$ cat src/rtl/neopix_pkg.sv
// neopix_pkg: frame FSM states, default WS2812 timing and pixel width.
// Defining NEOPIX_RGBW_EN selects 32-bit RGBW pixels instead of 24-bit RGB.
package neopix_pkg;
    typedef enum logic [1:0] {IDLE, PRIME, SEND, LATCH} state_e;
    localparam int T0H_DEF   = 20;
    localparam int T1H_DEF   = 40;
    localparam int TBIT_DEF  = 63;
    localparam int RESET_DEF = 3000;
    localparam int PRIME_CYC = 3;
`ifdef NEOPIX_RGBW_EN
    localparam int BITS_PER_PIX = 32;
`else
    localparam int BITS_PER_PIX = 24;
`endif
endpackage

$ cat src/rtl/neopix_bit_timer.sv
// neopix_bit_timer: one WS2812 bit period; high for T0H/T1H clocks, low for the rest.
// A go_i on the bit_done_o clock restarts immediately, so consecutive bits have no gap.
module neopix_bit_timer import neopix_pkg::*; #(
    parameter int T0H_CYC  = T0H_DEF,
    parameter int T1H_CYC  = T1H_DEF,
    parameter int TBIT_CYC = TBIT_DEF
) (
    input  logic clk_i,
    input  logic rst_i,
    input  logic go_i,
    input  logic bit_i,
    output logic dout_o,
    output logic bit_done_o
);
    localparam int CW = $clog2(TBIT_CYC);
    logic [CW-1:0] cnt_q, cnt_d;
    logic act_q, act_d, bit_q, bit_d;

    always_ff @(posedge clk_i) begin
        if (rst_i) begin
            cnt_q <= '0;
            act_q <= 1'b0;
            bit_q <= 1'b0;
        end else begin
            cnt_q <= cnt_d;
            act_q <= act_d;
            bit_q <= bit_d;
        end
    end

    always_comb begin
        bit_done_o = act_q && cnt_q == CW'(TBIT_CYC - 1);
        dout_o     = act_q && cnt_q < (bit_q ? CW'(T1H_CYC) : CW'(T0H_CYC));
        act_d      = go_i ? 1'b1 : bit_done_o ? 1'b0 : act_q;
        bit_d      = go_i ? bit_i : bit_q;
        cnt_d      = go_i ? '0 : act_q ? cnt_q + 1'b1 : cnt_q;
    end
endmodule

$ cat src/rtl/neopix_frame_tx.sv
// neopix_frame_tx: streams num_pix_i RAM words as a WS2812 waveform, then latches low.
// Pixel width follows NEOPIX_RGBW_EN (24-bit RGB when undefined, 32-bit RGBW when defined).
module neopix_frame_tx import neopix_pkg::*; #(
    parameter int T0H_CYC   = T0H_DEF,
    parameter int T1H_CYC   = T1H_DEF,
    parameter int TBIT_CYC  = TBIT_DEF,
    parameter int RESET_CYC = RESET_DEF,
    parameter int AW        = 9
) (
    input  logic          clk_i,
    input  logic          rst_i,
    input  logic          start_i,
    input  logic [9:0]    num_pix_i,
    output logic [AW-1:0] rdaddr_o,
    input  logic [31:0]   q_i,
    output logic          dout_o,
    output logic          busy_o,
    output logic          done_o
);
    localparam int LW  = $clog2(RESET_CYC);
    localparam int SHL = 32 - BITS_PER_PIX;
    state_e        state_q, state_d;
    logic [LW-1:0] cnt_q, cnt_d;
    logic [9:0]    num_q, num_d, pix_q, pix_d, num_c;
    logic [4:0]    bidx_q, bidx_d;
    logic [AW-1:0] addr_q, addr_d;
    logic [31:0]   shift_q, shift_d, shadow_q, shadow_d;
    logic [1:0]    fd_q, fd_d;
    logic          busy_q, busy_d, done_q, done_d, go, go_bit, bit_done;

    assign num_c    = num_pix_i > 10'd512 ? 10'd512 : num_pix_i;
    assign rdaddr_o = addr_q;
    assign busy_o   = busy_q;
    assign done_o   = done_q;

    neopix_bit_timer #(.T0H_CYC(T0H_CYC), .T1H_CYC(T1H_CYC), .TBIT_CYC(TBIT_CYC)) u_bit (
        .clk_i(clk_i), .rst_i(rst_i), .go_i(go), .bit_i(go_bit),
        .dout_o(dout_o), .bit_done_o(bit_done)
    );

    always_ff @(posedge clk_i) begin
        if (rst_i) begin
            state_q  <= IDLE;
            cnt_q    <= '0;
            num_q    <= '0;
            pix_q    <= '0;
            bidx_q   <= '0;
            addr_q   <= '0;
            shift_q  <= '0;
            shadow_q <= '0;
            fd_q     <= '0;
            busy_q   <= 1'b0;
            done_q   <= 1'b0;
        end else begin
            state_q  <= state_d;
            cnt_q    <= cnt_d;
            num_q    <= num_d;
            pix_q    <= pix_d;
            bidx_q   <= bidx_d;
            addr_q   <= addr_d;
            shift_q  <= shift_d;
            shadow_q <= shadow_d;
            fd_q     <= fd_d;
            busy_q   <= busy_d;
            done_q   <= done_d;
        end
    end

    // fd_q counts down from each pixel start to the clock the next word is on q_i
    always_comb begin
        state_d  = state_q;
        cnt_d    = cnt_q;
        num_d    = num_q;
        pix_d    = pix_q;
        bidx_d   = bidx_q;
        addr_d   = addr_q;
        shift_d  = shift_q;
        shadow_d = fd_q == 2'd1 ? q_i : shadow_q;
        fd_d     = fd_q != 2'd0 ? fd_q - 2'd1 : fd_q;
        busy_d   = busy_q;
        done_d   = 1'b0;
        go       = 1'b0;
        go_bit   = 1'b0;
        case (state_q)
            IDLE: if (start_i && !done_q) begin
                num_d   = num_c;
                addr_d  = '0;
                busy_d  = 1'b1;
                cnt_d   = '0;
                state_d = num_c == 10'd0 ? LATCH : PRIME;
            end
            PRIME: begin
                cnt_d = cnt_q + 1'b1;
                if (cnt_q == LW'(PRIME_CYC - 1)) begin
                    cnt_d   = '0;
                    shift_d = q_i << SHL;
                    go      = 1'b1;
                    go_bit  = q_i[BITS_PER_PIX-1];
                    addr_d  = addr_q + AW'(1);
                    fd_d    = 2'd3;
                    bidx_d  = '0;
                    pix_d   = '0;
                    state_d = SEND;
                end
            end
            SEND: if (bit_done) begin
                if (bidx_q == 5'(BITS_PER_PIX - 1)) begin
                    if (pix_q == num_q - 10'd1) begin
                        cnt_d   = '0;
                        state_d = LATCH;
                    end else begin
                        go      = 1'b1;
                        go_bit  = shadow_q[BITS_PER_PIX-1];
                        shift_d = shadow_q << SHL;
                        bidx_d  = '0;
                        pix_d   = pix_q + 10'd1;
                        addr_d  = addr_q + AW'(1);
                        fd_d    = 2'd3;
                    end
                end else begin
                    go      = 1'b1;
                    go_bit  = shift_q[30];
                    shift_d = shift_q << 1;
                    bidx_d  = bidx_q + 5'd1;
                end
            end
            LATCH: begin
                cnt_d = cnt_q + 1'b1;
                if (cnt_q == LW'(RESET_CYC - 1)) begin
                    cnt_d   = '0;
                    done_d  = 1'b1;
                    busy_d  = 1'b0;
                    state_d = IDLE;
                end
            end
            default: state_d = IDLE;
        endcase
    end
endmodule

$ cat config.mk
export PLATFORM = sky130hd
export DESIGN_NAME = neopix_frame_tx
export DESIGN_NICKNAME = d
export VERILOG_FILES = /design/src/rtl/neopix_pkg.sv /design/src/rtl/neopix_bit_timer.sv /design/src/rtl/neopix_frame_tx.sv
export SDC_FILE = /design/constraint.sdc
export NUM_CORES = 1
export LEC_CHECK = 0
export BUFFER_PORTS_ARGS = -buffer_cell sky130_fd_sc_hd__buf_4
export CAP_MARGIN = 40
export CORE_ASPECT_RATIO = 0.7
export CORE_MARGIN = 3
export CORE_UTILIZATION = 60
export DETAILED_ROUTE_END_ITERATION = 12
export PLACE_DENSITY = 0.81
export SETUP_SLACK_MARGIN = 0.2
export SLEW_MARGIN = 20
export SYNTH_ARGS = -nofsm -noshare
export SYNTH_HDL_FRONTEND = slang
export SYNTH_SLANG_ARGS = --single-unit
$ cat constraint.sdc
create_clock -name clk_i -period 4.9 [get_ports clk_i]
set_input_delay 0.98 -clock clk_i [delete_from_list [all_inputs] [get_ports clk_i]]
set_output_delay 0.98 -clock clk_i [all_outputs]
set_load 0.02 [all_outputs]
==> flow_summary.yaml <==
finish:
  final_common_cell: "nand2_1"
  nFillCells: 651
  final_cell_mix: "129 x nand2_1, 107 x dfxtp_1, 95 x nor2_1"
  synthToLayoutAreaGrowth_pct: 14.8
  antenna_cells: 0
  final_area_mm2: 0.00635
  final_layout_size_suffix_gt1_share_pct: 11.8
  nNetsFinal: 808
place:
  place_area_mm2: 0.00603
  hpwl_mm: 8.86
  gp_congestion: 0.878
  numPortBuffers: 48
logic_synthesis:
  synth-edff-count: 0
  ys.warnings.count: 0
  synth_cell_types: 54
  synth_ff_type: "dfxtp_1"
  async_reset_ff_share_pct: 0
  ys_ff_latch: 107
  syn_nets: 783
  syn_avg_cell_area_um2: 7.67
  synth_area_mm2: 0.00554
  synth_cells: 722
  ys_seq_area_share_pct: 38.7
sta:
  period_share_pct: 73.6
  period_needed_ps: 3610
  hold_viol_final: 0
  fin_skew_ps: 8.29
  maxSlewHeadroom_pct: 51.9
  rsz0062_at_grt: "no"
  setup-violations-final: 0
  worst_pin_slew_ps: 719
  finalMaxSlewViolations: 0
  max_freq_ghz: 0.277
  finalSetupTns_ps: 0
floorplan:
  ios: 57
  coreArea_mm2: 0.00872
  chipWidth_um: 121
  floorplan.rows: 28
  start_util_pct: 63.5
  dieArea_mm2: 0.0104
  die_h_um: 86.4
global_routing:
  grt_max_degree: 66
  grt_busiest_layer: "met2"
  grt_use_met2_pct: 41.6
  grt_pass1_vias: 4731
  use_met3_pct: 6.52
  met1_usage_pct: 34.7
  overflow: 0
  antenna_found_initial: 0
  globalRouteTotalUtil_pct: 25.8
  grt_pass1_wl_mm: 22.1
power_and_ir_drop:
  p_sw_share_pct: 35.9
  power_density_mw_per_mm2: 451
  pwr-share-seq_pct: 36.2
  pwr-share-comb_pct: 37.0
  p_switching_uw: 1030
  p_leak_uw: 0.00232
  clockPowerShare_pct: 26.8
  p_int_uw: 1840
  peakVddDrop_uv: 275
hold_path:
  hold_path_class: "flop to flop"
worst_setup_path:
  crit_fanout: 15
  end_kind: "flop"
  cp.required_ps: 5180
  worstSetupStartpointType: "flop"
  critical_path_arrival_ps: 3880
  critPathKind: "flop to flop"
clock_network:
  cts-htree-levels: 3
  insertion_delay_ps: 350
  cts_tree: "done"
  cts-buffers-inserted: 9
  cts.sinks: 107
  postCtsSetupBuffers: 0
  ctsHoldBuffers: 0
  cts_buffer_depth: 2
  root_buffer: "clkbuf_16"
  post_cts_resized: 0
  clk_pin_slew_ps: 70
detailed_routing:
  dr.first_iter.drc_count: 448
  vias: 5127
  via_per_inst: 5.88
  routed_wl_mm: 13.3
  first_pass_iters: 5
  remaining_drc_errors: 0
  post_drt_wl_per_cell_um: 15.2
  ant_nets: 0
outcome:
  outcome: "finished clean"
job:
  cap_violations: 0
-- state kept, by name (all words and copies together), names as in the netlist --
register,count
shadow_q,24
shift_q,23
cnt_q,12
num_q,10
pix_q,10
rdaddr_o,9
u_bit.cnt_q,6
bidx_q,5
fd_q,2
state_q,2
busy_o,1
done_o,1
u_bit.act_q,1
u_bit.bit_q,1
-- stage by stage --
stage	std cells	setup slack, ps	total power (uW)	hold WS [ps]	util [%]
after CTS	871	1410	2860	458	72.8
after global placement	851	1550	1990	442	68.0
after detailed placement	855	1480	2090	448	69.1
final	872	1290	2870	457	72.8
after global routing	872	1100	3050	471	72.8
after floorplan	722	2280	1820	437	-
-- cell families after synthesis --
family / Yosys count / share of synthesized area, %
simple gates: 339 / 28.7
compound gates: 157 / 16.9
flops: 107 / 38.7
buf+inv: 58 / 4.09
mux: 24 / 4.36
xor+xnor: 21 / 3.66
fa+ha+maj: 16 / 3.62
-- critical path, stage by stage (launching register included) --
cell and delay (ps):
dfxtp_1 380, inv_1 90, ha_1 210, nor3b_1 620
nand3_1 160, o311a_1 340, a32oi_2 460, a21oi_1 130
buf_4 210, nor2_1 560, nand3b_1 160, a21oi_1 200
-- synth_stat cells (8+ instances only) --
| library cell | instances | share of area (%) |
|---|---|---|
| nand2_1 | 129 | 8.7 |
| inv_1 | 13 | 0.88 |
| and3_1 | 11 | 1.2 |
| nor3b_1 | 12 | 1.6 |
| dfxtp_1 | 107 | 39 |
| nand3_1 | 18 | 1.6 |
| nor2_1 | 95 | 6.4 |
| xor2_1 | 15 | 2.4 |
| nand2b_1 | 8 | 0.90 |
| mux2i_1 | 23 | 4.2 |
| nor3_1 | 13 | 1.2 |
| or3_1 | 9 | 1.0 |
| a21oi_1 | 75 | 6.8 |
| ha_1 | 16 | 3.6 |
| nand3b_1 | 8 | 1.1 |
| a31oi_1 | 26 | 2.9 |
| nand4_1 | 11 | 1.2 |
| clkbuf_1 | 33 | 2.2 |
| o21ai_0 | 25 | 2.3 |
-- worst paths after layout --
kind | startpoint | end | slack [ps] | cells after the start
hold reg to reg | shadow_q[16] | shadow_q[16] | 460 | 2
hold / removal | shadow_q[16] | shadow_q[16] | 460 | 2
setup / recovery | num_q[0] | cnt_q[3] | 1290 | 11
setup reg to reg | num_q[0] | cnt_q[3] | 1290 | 11
-- power by group through the flow --
| stage | Sequential (uW) | Clock (uW) | Combinational, uW |
|---|---|---|---|
| 6_report | 1040 | 769 | 1060 |
| 5_1_grt | 1040 | 820 | 1180 |
| 4_1_cts | 1030 | 777 | 1050 |
| 3_5_place_dp | 1050 | 0 | 1040 |
| 3_3_place_gp | 1040 | 0 | 948 |
| 2_1_floorplan | 1040 | 0 | 775 |
-- final cells by class --
cell class	count	area [um2]	share of cell area [%]
Clock buffer	12	267	4.19
Clock inverter	4	56.3	0.886
Inverter	14	52.6	0.827
Multi-Input combinational cell	557	3190	50.2
Sequential cell	107	2140	33.7
Tap cell	120	150	2.36
Timing Repair Buffer	58	499	7.86
-- routing by layer --
metal | wire length [um] | up-vias | part of all wire (%)
met5 | 0 | - | 0
met2 | 6120 | 143 | 46
li1 | - | 2557 | -
met3 | 803 | 12 | 6.1
met1 | 6250 | 2415 | 47
met4 | 105 | 0 | 0.79
Power figures use the tool's default switching activity.
